==> src/rtl/ps2_pkg.sv <==
// Shared types and set-2 scan-code constants for the PS/2 keyboard event path.
package ps2_pkg;

  typedef struct packed {
    logic       extended;
    logic       rel;
    logic [7:0] code;
  } key_event_t;

  typedef enum logic [2:0] {IDLE, EXT, BRK, EXT_BRK, PAUSE} ctrl_state_t;

  localparam logic [7:0] SC_EXT          = 8'hE0;
  localparam logic [7:0] SC_BRK          = 8'hF0;
  localparam logic [7:0] SC_PAUSE        = 8'hE1;
  localparam logic [7:0] SC_BAT          = 8'hAA;
  localparam logic [7:0] SC_ACK          = 8'hFA;
  localparam logic [7:0] SC_RESEND       = 8'hFE;
  localparam logic [7:0] SC_ECHO         = 8'hEE;
  localparam logic [7:0] SC_FAKE_SHIFT_L = 8'h12;
  localparam logic [7:0] SC_FAKE_SHIFT_R = 8'h59;
  localparam logic [7:0] SC_PAUSE_CODE   = 8'h77;
  localparam logic [2:0] PAUSE_SKIP      = 3'd7;

  function automatic logic is_fake_shift(input logic [7:0] b);
    return (b == SC_FAKE_SHIFT_L) || (b == SC_FAKE_SHIFT_R);
  endfunction

endpackage

==> src/rtl/ps2_event_fifo.sv <==
// First-word-fall-through FIFO of key events; head is valid whenever not empty.
module ps2_event_fifo
  import ps2_pkg::*;
#(
  parameter int DEPTH = 8
) (
  input  logic                   clk,
  input  logic                   nreset,
  input  logic                   push_i,
  input  logic                   pop_i,
  input  key_event_t             din_i,
  output logic                   full_o,
  output logic                   empty_o,
  output logic [$clog2(DEPTH):0] count_o,
  output key_event_t             head_o
);

  localparam int AW = $clog2(DEPTH);

  key_event_t    mem_q [DEPTH];
  logic [AW-1:0] wr_q;
  logic [AW-1:0] rd_q;
  logic [AW:0]   cnt_q;
  logic          do_push;
  logic          do_pop;

  assign empty_o = (cnt_q == '0);
  assign full_o  = (cnt_q == (AW+1)'(DEPTH));
  assign do_pop  = pop_i & ~empty_o;
  // A full FIFO still accepts a push when the head leaves in the same cycle.
  assign do_push = push_i & (~full_o | do_pop);

  always_ff @(posedge clk or negedge nreset) begin
    if (!nreset) begin
      wr_q  <= '0;
      rd_q  <= '0;
      cnt_q <= '0;
    end else begin
      if (do_push) wr_q <= wr_q + AW'(1);
      if (do_pop)  rd_q <= rd_q + AW'(1);
      cnt_q <= cnt_q + (AW+1)'(do_push) - (AW+1)'(do_pop);
    end
  end

  always_ff @(posedge clk) begin
    if (do_push) mem_q[wr_q] <= din_i;
  end

  assign head_o  = mem_q[rd_q];
  assign count_o = cnt_q;

endmodule

==> src/rtl/ps2_kbd_ctrl.sv <==
// Turns the raw set-2 byte stream into make/break key events and queues them
// for the key-matrix logic; tracks overflow and protocol errors.
module ps2_kbd_ctrl
  import ps2_pkg::*;
#(
  parameter int FIFO_DEPTH     = 8,
  parameter int TIMEOUT_CYCLES = 100000
) (
  input  logic                        clk,
  input  logic                        nreset,
  input  logic [7:0]                  scan_code,
  input  logic                        scan_code_ready,
  input  logic                        scan_code_error,
  output logic                        key_valid,
  output logic [7:0]                  key_code,
  output logic                        key_extended,
  output logic                        key_release,
  input  logic                        key_ready,
  output logic [$clog2(FIFO_DEPTH):0] fifo_count,
  output logic                        overflow,
  input  logic                        overflow_clr,
  output logic [7:0]                  err_count
);

  localparam int TW = $clog2(TIMEOUT_CYCLES + 1);

  ctrl_state_t   state_q, state_d;
  logic [2:0]    skip_q, skip_d;
  logic [TW-1:0] tcnt_q, tcnt_d;
  logic [7:0]    err_q;
  logic          ovf_q;
  key_event_t    last_q;

  logic          emit;
  logic          byte_err;
  logic          timeout;
  logic          err_inc;
  logic          fifo_full;
  logic          fifo_empty;
  logic          pop;
  logic          drop;
  key_event_t    ev;
  key_event_t    head;
  key_event_t    shown;

  assign timeout = (state_q != IDLE) && !scan_code_ready && !scan_code_error &&
                   (tcnt_q == TW'(TIMEOUT_CYCLES - 1));

  always_ff @(posedge clk or negedge nreset) begin
    if (!nreset) begin
      state_q <= IDLE;
      skip_q  <= '0;
    end else begin
      state_q <= state_d;
      skip_q  <= skip_d;
    end
  end

  always_comb begin
    state_d = state_q;
    skip_d  = skip_q;
    if (scan_code_error || timeout) begin
      state_d = IDLE;
    end else if (scan_code_ready) begin
      case (state_q)
        IDLE: begin
          case (scan_code)
            SC_EXT:   state_d = EXT;
            SC_BRK:   state_d = BRK;
            SC_PAUSE: begin
              state_d = PAUSE;
              skip_d  = PAUSE_SKIP;
            end
            default:  state_d = IDLE;
          endcase
        end
        EXT:     state_d = (scan_code == SC_BRK) ? EXT_BRK : IDLE;
        PAUSE: begin
          skip_d = skip_q - 3'd1;
          if (skip_q == 3'd1) state_d = IDLE;
        end
        default: state_d = IDLE;
      endcase
    end
  end

  // Mealy decode: the event is pushed on the same edge that consumes its final byte.
  always_comb begin
    emit     = 1'b0;
    byte_err = 1'b0;
    ev       = '{extended: 1'b0, rel: 1'b0, code: scan_code};
    if (scan_code_ready && !scan_code_error) begin
      case (state_q)
        IDLE: begin
          case (scan_code)
            SC_EXT, SC_BRK, SC_PAUSE, SC_BAT, SC_ACK, SC_RESEND, SC_ECHO: ;
            8'h00, 8'hFF: byte_err = 1'b1;
            default:      emit     = 1'b1;
          endcase
        end
        EXT: begin
          if (scan_code != SC_BRK && !is_fake_shift(scan_code)) begin
            emit        = 1'b1;
            ev.extended = 1'b1;
          end
        end
        BRK: begin
          emit   = 1'b1;
          ev.rel = 1'b1;
        end
        EXT_BRK: begin
          if (!is_fake_shift(scan_code)) begin
            emit        = 1'b1;
            ev.extended = 1'b1;
            ev.rel      = 1'b1;
          end
        end
        PAUSE: begin
          if (skip_q == 3'd1) begin
            emit = 1'b1;
            ev   = '{extended: 1'b1, rel: 1'b0, code: SC_PAUSE_CODE};
          end
        end
        default: ;
      endcase
    end
  end

  always_comb begin
    if (scan_code_ready || scan_code_error || timeout || state_q == IDLE) tcnt_d = '0;
    else                                                                  tcnt_d = tcnt_q + TW'(1);
  end

  assign err_inc = scan_code_error | timeout | byte_err;
  assign pop     = ~fifo_empty & key_ready;
  assign drop    = emit & fifo_full & ~pop;

  always_ff @(posedge clk or negedge nreset) begin
    if (!nreset) begin
      tcnt_q <= '0;
      err_q  <= '0;
      ovf_q  <= 1'b0;
      last_q <= '0;
    end else begin
      tcnt_q <= tcnt_d;
      if (err_inc && err_q != 8'hFF) err_q <= err_q + 8'd1;
      if (drop)              ovf_q <= 1'b1;
      else if (overflow_clr) ovf_q <= 1'b0;
      if (!fifo_empty) last_q <= head;
    end
  end

  ps2_event_fifo #(.DEPTH(FIFO_DEPTH)) u_fifo (
    .clk     (clk),
    .nreset  (nreset),
    .push_i  (emit),
    .pop_i   (pop),
    .din_i   (ev),
    .full_o  (fifo_full),
    .empty_o (fifo_empty),
    .count_o (fifo_count),
    .head_o  (head)
  );

  // Outputs keep showing the last head once the FIFO drains.
  assign shown        = fifo_empty ? last_q : head;
  assign key_valid    = ~fifo_empty;
  assign key_code     = shown.code;
  assign key_extended = shown.extended;
  assign key_release  = shown.rel;
  assign overflow     = ovf_q;
  assign err_count    = err_q;

endmodule

==> config.mk <==
export PLATFORM = sky130hd
export DESIGN_NAME = ps2_kbd_ctrl
export DESIGN_NICKNAME = d
export VERILOG_FILES = /design/src/rtl/ps2_pkg.sv /design/src/rtl/ps2_event_fifo.sv /design/src/rtl/ps2_kbd_ctrl.sv
export SDC_FILE = /design/constraint.sdc
export NUM_CORES = 1
export LEC_CHECK = 0
export ABC_AREA = 1
export ABC_CLOCK_PERIOD_IN_PS = 2400
export CORE_UTILIZATION = 30
export CTS_BUF_LIST = sky130_fd_sc_hd__clkbuf_2
export DETAILED_ROUTE_END_ITERATION = 8
export GPL_TIMING_DRIVEN = 0
export MAX_ROUTING_LAYER = met4
export PLACE_DENSITY = 0.49
export REMOVE_ABC_BUFFERS = 1
export SLEW_MARGIN = 15
export SYNTH_ARGS = -nofsm -noshare
export SYNTH_HDL_FRONTEND = slang
export SYNTH_SLANG_ARGS = --single-unit
==> constraint.sdc <==
create_clock -name clk -period 2.4 [get_ports clk]
set_input_delay 0.48 -clock clk [delete_from_list [all_inputs] [get_ports clk]]
set_output_delay 0.48 -clock clk [all_outputs]
set_load 0.03 [all_outputs]
==> impl_summary.log, run 1 <==
INFO  metric power.density = 1030 nW/µm²
INFO  metric synth.largest_area_cell = edfxtp_1
INFO  metric synth_most_common_cell = nand2_1
INFO  metric post_route_cells_drive_above_1_share = about 18%
INFO  metric die-height = 145 µm
INFO  metric core_area = 20200 µm²
INFO  metric number_of_global_route_vias_before_repair = about 4500
INFO  metric dp_cells = 880
INFO  metric fmax = 373 MHz
INFO  metric finalWeightedCongestion = 0.828
INFO  metric effective_utilization_at_floorplan = 30.5%
INFO  metric worst_skew_pair.late_latency = 680 ps
INFO  metric post_synth.cell_area_avg = 10.4 µm²
INFO  metric initial_antenna_violation_count = 0
INFO  metric synth_seq_area_share = 60.1%
INFO  metric most_instantiated_cells_after_synthesis = 94 x nand2_1, 92 x nor2_1, 80 x edfxtp_1
INFO  metric worstHoldPathType = in2async
INFO  metric detail-route-antenna-nets = 0
INFO  metric ff_latch_count_synth = approximately 130
INFO  metric dr_total_vias = between 4000 and 5000
INFO  metric register_area = between 3000 and 4000 µm²
INFO  metric drt_wl_total = 14.7 mm
INFO  metric finalWorstPathRequiredPeriod = between 2000 and 3000 ps
INFO  metric total_area_of_multi_input_combinational_cells = 2350 µm²
INFO  metric number_of_cts_inserted_buffers = 17
INFO  metric preCtsSetupSlack = -1630 ps
INFO  metric filler_cell_count = 2028
INFO  metric ys_async_sr_fraction = roughly two fifths
INFO  metric tritoncts_clock_tree = done
INFO  metric power.leakage = roughly 3 nW
INFO  metric area_of_the_die = 21100 µm²
INFO  metric grt_residual_overflow = 0
INFO  metric detailedRoute.firstPassIterationCount = 5
INFO  metric synth_ff_type = edfxtp_1
INFO  metric unrepaired_setup_endpoints_after_global_routing = yes
INFO  metric critPathCaptureType = output pin
INFO  metric root_buffer = clkbuf_2
INFO  metric cts.clk_slew.worst_paths = 180 ps
INFO  metric regToRegSetupSlack = approximately 130 ps
INFO  metric min_period_over_period = 112%
INFO  metric syn_inst = 590
INFO  metric num_antenna_cells = 0
INFO  metric drtIter0Drc = 284
INFO  metric setup.worst_path.start_class = flop
INFO  metric die_w = 145 µm
INFO  metric dp_hpwl = 9.21 mm
INFO  metric failed_checks = negative setup slack
INFO  metric postLayoutSetupSlackWorst = -279 ps
INFO  metric routedWlPerCell = ~16 µm
INFO  metric max-clock-path-buffers = 2
INFO  metric critPathRequiredTime = 1920 ps
INFO  metric yosys-top-cells-area = edfxtp_1 39%, dfrtp_1 21%, nand2_1 5.7%, nor2_1 5.6%, nand3_1 3.3%
INFO  metric final_setup_vio_count = 10
INFO  metric ys_warn_count = 0
INFO  metric finalMaxSlewViolations = 0
INFO  metric relSlewSlack = 52.8%
INFO  metric finClkSkew = approximately 45 ps
INFO  metric cp_max_fo = 19
INFO  metric drv_cap = 0
INFO  metric timing.critical_path.arrival = 2200 ps
INFO  metric grt_first_pass_wirelength = 23.4 mm
INFO  metric cts.sink_count = roughly 130
INFO  metric synth_area = 6160 µm²
INFO  metric critical_path_class = reg2out
INFO  metric result_of_the_run = finished, violations left
INFO  metric numPortBuffers = 37
INFO  metric final_nets = 671
INFO  metric synth.distinct_cells = 40
INFO  metric drc = 0
INFO  metric floorplan.io_pins = 38
INFO  metric avgViaCountPerCell = 4.74
INFO  metric placement_rows = 52
INFO  metric hold_viol = 0
INFO  metric grt_start_max_net_pins = 53
INFO  metric layoutNonFillerInstCount = roughly 900
INFO  metric htree_num_levels = 4
INFO  metric fin_util = a little over a third
INFO  metric gr-usage-all-layers = 15.1%
INFO  metric synth_enable_flop_cells = 80
INFO  metric max_slew.worst_pin.slew = 708 ps
INFO  metric signed_area_change_from_the_synthesized_netlist_to_the_final_layout = 19.5%
INFO  metric setup_tns = -2310 ps
INFO  metric synth.top_cell.area_share = 39.0%
INFO  metric vdd_ir_drop_max = between 0.3 and 0.4 mV
cell families (layout without fill, tap and decap cells):
kind of cell	after synthesis	after routing	share of synthesized area, %
muxes	16	16	2.60
adders and majority gates	13	13	2.76
buffers and inverters	74	141	4.83
DFF	132	132	60.1
AOI/OAI and AO/OA	65	65	7.05
and+or+nand+nor	269	269	19.5
xor gates and xnor gates	21	21	3.11
report_power, final:
part / total [mW] / leakage, nW / internal, mW / switching, mW
clock: 1.15 / 0.140 / 0.405 / 0.748
sequential: 3.06 / 1.38 / 2.75 / 0.314
combinational: 3.38 / 1.40 / 1.34 / 2.04
total: 7.59 / 2.92 / 4.49 / 3.10
routing by layer:
metal  global-route usage (%)  wire (µm)  up-vias
met2                     25.5       7440       86
met4                     5.42        267        0
met5                        -          0        -
met3                     3.33        453       27
met1                     17.7       6570     2146
li1                         -          -     2136
sequential cells by signal (all words and copies together), names as in the netlist, 4 cells and up:
register	cells
err_count	8
tcnt_q	17
u_fifo.count_o	4
u_fifo.mem_q	80
last_q	10
repair_timing:
item,4_1_cts,5_1_grt
gates resized for setup,114,31
setup buffers,10,4
setup endpoints to repair,119,99
endpoints found under the hold margin,52,0
hold buffers,1,0
pin swaps,7,8
path summary, 6_finish.rpt:
path / depth (start not counted) / end / startpoint
setup / recovery: 6 / key_code[5] / u_fifo.rd_q[0]
hold / removal: 2 / err_count[3] / nreset
setup reg to reg: 11 / u_fifo.mem_q[4][3] / skip_q[1]
hold reg to reg: 1 / tcnt_q[0] / tcnt_q[0]
max in group asynchronous: 2 / u_fifo.rd_q[2] / nreset
min in group clk: 4 / overflow / overflow_clr
layout by cell type, fill, tap and decap left out, drive strengths merged, types with 12 or more instances in the layout:
| cell | synthesis | final |
|---|---|---|
| buf | 7 | 27 |
| clkbuf | 12 | 27 |
| clkdlybuf4s50 | 0 | 15 |
| dfrtp | 52 | 52 |
| edfxtp | 80 | 80 |
| ha | 12 | 12 |
| inv | 55 | 54 |
| mux2i | 16 | 16 |
| nand2 | 99 | 99 |
| nand3 | 43 | 43 |
| nor2 | 99 | 99 |
| nor3 | 14 | 14 |
| o21ai | 30 | 30 |
| o221ai | 16 | 16 |
worst max-delay path, stage by stage (launching register included):
cell	delay [ps]
dfrtp_4	600
buf_16	190
mux2i_2	160
o221ai_1	180
nand3_2	150
nand2_2	120
buf_6	130
metrics by stage:
step | cell area [µm²] | hold slack (ps) | total power [mW]
floorplan | 6070 | 184 | 4.82
global placement | 6780 | 440 | 5.87
detailed placement | 6810 | 472 | 5.99
CTS | 7240 | 294 | 7.53
global route | 7360 | 346 | 8.09
finish | 7360 | 382 | 7.59
area by class of cell:
class | instances | share of cell area (%)
clock inverters | 6 | 0.782
flip-flops and latches | 132 | 50.5
clock buffers | 26 | 1.77
repair buffers | 54 | 7.43
inverters | 55 | 3.03
multi-input cells | 384 | 31.9
well taps | 270 | 4.59
Note: power is estimated with default switching activity, not from simulation.
==> run 2: changes to the inputs <==
--- a/config.mk
+++ b/config.mk
@@ -14,6 +14,7 @@
 export MAX_ROUTING_LAYER = met4
 export PLACE_DENSITY = 0.49
 export REMOVE_ABC_BUFFERS = 1
+export SETUP_SLACK_MARGIN = 0.5
 export SLEW_MARGIN = 15
 export SYNTH_ARGS = -nofsm -noshare
 export SYNTH_HDL_FRONTEND = slang
==> constraint.sdc (replaced) <==
create_clock -name clk -period 2.4 [get_ports clk]
set_input_delay 0.48 -clock clk [delete_from_list [all_inputs] [get_ports clk]]
set_output_delay 0.48 -clock clk [all_outputs]
set_load 0.005 [all_outputs]
==> run 2 against run 1 <==
Effect of this change: global-route usage rose by 1.9 points; combinational power is 38% higher; routed wire length is 14% higher; fmax decreased by 5.2%; the run still ends with negative setup slack left; flip-flop and latch count stayed put; first-iteration DRC count is 32% lower; largest power group unchanged.
==> impl_summary.log, run 2 (synthesis gave the netlist of run 1 again) <==
INFO  metric result_of_the_run = finished, violations left
INFO  metric failed_checks = negative setup slack
INFO  metric numPortBuffers = 37
INFO  metric cts.clk_slew.worst_paths = 200 ps
INFO  metric core_area = between 20000 and 25000 µm²
INFO  metric drc = 0
INFO  metric worst_skew_pair.late_latency = 690 ps
INFO  metric critPathCaptureType = flop
INFO  metric unrepaired_setup_endpoints_after_global_routing = yes
INFO  metric critical_path.reg2reg.endpoint = last_q[6]
INFO  metric final_setup_vio_count = 12
INFO  metric initial_antenna_violation_count = 0
INFO  metric max_slew.worst_pin.slew = between 700 and 800 ps
INFO  metric power.leakage = 3.48 nW
INFO  metric worst-r2r-cell-count = 18
INFO  metric number_of_global_route_vias_before_repair = about 5000
INFO  metric dp_hpwl = 9.21 mm
INFO  metric cp_max_fo = 9
INFO  metric cts.sink_count = approximately 130
INFO  metric final_nets = 767
INFO  metric finalMaxSlewViolations = 0
INFO  metric detail-route-antenna-nets = 0
INFO  metric signed_area_change_from_the_synthesized_netlist_to_the_final_layout = 39.0%
INFO  metric timing.critical_path.arrival = ~3400 ps
INFO  metric finalWorstPathRequiredPeriod = between 2000 and 3000 ps
INFO  metric die-height = 145 µm
INFO  metric effective_utilization_at_floorplan = 30.5%
INFO  metric final_cell_mix = 86 x nand2_1, 80 x nor2_1, 80 x edfxtp_1
INFO  metric min_period_over_period = 118%
INFO  metric number_of_cts_inserted_buffers = 17
INFO  metric floorplan.io_pins = 38
INFO  metric htree_num_levels = 4
INFO  metric setup_tns = -4130 ps
INFO  metric placement_rows = 52
INFO  metric dr_total_vias = 4871
INFO  metric setup.worst_path.start_class = flop
INFO  metric gr-usage-all-layers = between 15 and 20%
INFO  metric largestRegisters = u_fifo.mem_q (80), tcnt_q (17), last_q (10)
INFO  metric post_route_cells_drive_above_1_share = 33.7%
INFO  metric critPathRequiredTime = around 3000 ps
INFO  metric crit_path_top_delay_cell = dfrtp_4
INFO  metric regToRegSetupSlack = -430 ps
INFO  metric fraction_of_power_spent_switching_nets = 36.1%
INFO  metric largest_register_ff_count = 80
INFO  metric cpPeakStageDelay = 550 ps
INFO  metric hold_viol = 0
INFO  metric relative_contribution_of_sequential_cells_to_total_power = approximately 34%
INFO  metric finClkSkew = 45.9 ps
INFO  metric startpoint = u_fifo.rd_q[0]
INFO  metric top_register = u_fifo.mem_q
INFO  metric max-clock-path-buffers = 2
INFO  metric critical_path.cell_chain = buf_4 -> buf_12 -> buf_16 -> o21ai_2 -> o221ai_2 -> nand3_2 -> nand2_2 -> buf_4 -> buf_4 -> buf_4 -> buf_4 -> buf_4 -> buf_4 -> buf_4 -> buf_4 -> buf_4 -> buf_4 -> buf_4
INFO  metric detailedRoute.firstPassIterationCount = 4
INFO  metric critical_path_class = reg2reg
INFO  metric num_antenna_cells = 0
INFO  metric total_power = about 8.8 mW
INFO  metric p_sw = 3.18 mW
INFO  metric drt_wl_total = 16.8 mm
INFO  metric routedWlPerCell = 16.5 µm
INFO  metric power.internal = ~5.6 mW
INFO  metric grt_residual_overflow = 0
INFO  metric leading_cell_type_in_the_layout_fill_and_taps_excluded = nand2_1
INFO  metric worstHoldPathType = in2reg
INFO  metric power.share.combinational = 52.7%
INFO  metric tritoncts_clock_tree = done
INFO  metric grt_start_max_net_pins = 53
INFO  metric drtIter0Drc = 194
INFO  metric fin_util = 42.5%
INFO  metric grt_first_pass_wirelength = 26.3 mm
INFO  metric vdd_ir_drop_max = about 0.37 mV
INFO  metric fmax = about 350 MHz
INFO  metric reg2reg_from = u_fifo.rd_q[0]
INFO  metric avgViaCountPerCell = ~4.8
INFO  metric power.density = 1030 nW/µm²
INFO  metric clock_power_share = between 10% and 20%
INFO  metric finalWeightedCongestion = 0.828
INFO  metric postLayoutSetupSlackWorst = -426 ps
INFO  metric die_w = 145 µm
INFO  metric timing.critical_path.mode_cell = buf_4
INFO  metric area_of_the_die = 21100 µm²
INFO  metric root_buffer = clkbuf_2
INFO  metric endpoint = last_q[6]
INFO  metric relSlewSlack = 51.4%
INFO  metric drv_cap = 0
==> run 2: cell types whose count changed in the layout (fill, tap and decap cells not counted), sizes merged <==
cell and delta:
buf +96, clkbuf +9, dlygate4sd2 -8, clkdlybuf4s50 -4, inv +2, clkdlybuf4s15 +1, clkinv +1, clkinvlp -1
dlymetal6s2s -1, nand3 +1
==> run 2: worst max-delay path: cells and delay by family (launching register included) <==
kind | cells | cell delay, ps
buffers and inverters | 14 | 1750
AOI/OAI and AO/OA | 2 | 250
and+or+nand+nor | 2 | 200
DFF | 1 | 550
==> run 2: timing repair <==
item                                    CTS  global route
hold buffers                              1             0
endpoints found under the setup margin  167           126
endpoints found under the hold margin    52             0
gates resized for setup                 198            52
pin swaps                                46            35
gates cloned                              6             0
setup buffers                            82            22
==> run 2: worst min-delay path by stage <==
stage,from,to,slack [ps],depth (start not counted)
4_1_cts,overflow_clr,overflow,290,4
5_1_grt,scan_code[6],state_q[0],300,5
3_3_place_gp,tcnt_q[0],tcnt_q[0],440,1
6_report,overflow_clr,overflow,350,4
2_1_floorplan,nreset,err_count[0],180,0
3_5_place_dp,overflow,overflow,470,2
==> run 2: layout make-up <==
type	count	area, µm²
Clock buffer	26	130
Inverter	55	228
Clock inverter	6	57.6
Sequential cell	132	3720
Timing Repair inverter	2	32.5
Multi-Input combinational cell	385	2530
Timing Repair Buffer	147	1530
Fill cell	1923	11600
Tap cell	270	338
==> run 2: metrics by stage <==
| stage | setup WS [ps] | hold slack [ps] | cells | instance area, µm² |
|---|---|---|---|---|
| finish | -426 | 354 | 1023 | 8560 |
| floorplan | -208 | 184 | 571 | 6070 |
| detailed placement | -1630 | 472 | 880 | 6810 |
| global placement | -1490 | 440 | 878 | 6780 |
| global route | -556 | 298 | 1023 | 8560 |
| CTS | -488 | 294 | 1001 | 8300 |
==> run 2: per-layer routing <==
metal	GRT usage [%]	up-vias	share of wire (%)
li1	-	2342	-
met1	19.4	2380	41
met2	29.4	122	52
met3	3.40	27	5.3
met4	6.21	0	1.7
met5	-	-	0
==> run 2: power groups by stage <==
| stage | Clock (mW) | Combinational [mW] | Sequential [mW] |
|---|---|---|---|
| after CTS | 1.22 | 4.36 | 3.00 |
| after global routing | 1.32 | 5.01 | 3.04 |
| after global placement | 0 | 2.15 | 3.23 |
| final | 1.16 | 4.65 | 3.01 |
| after detailed placement | 0 | 2.30 | 3.20 |
| after floorplan | 0 | 1.24 | 3.10 |
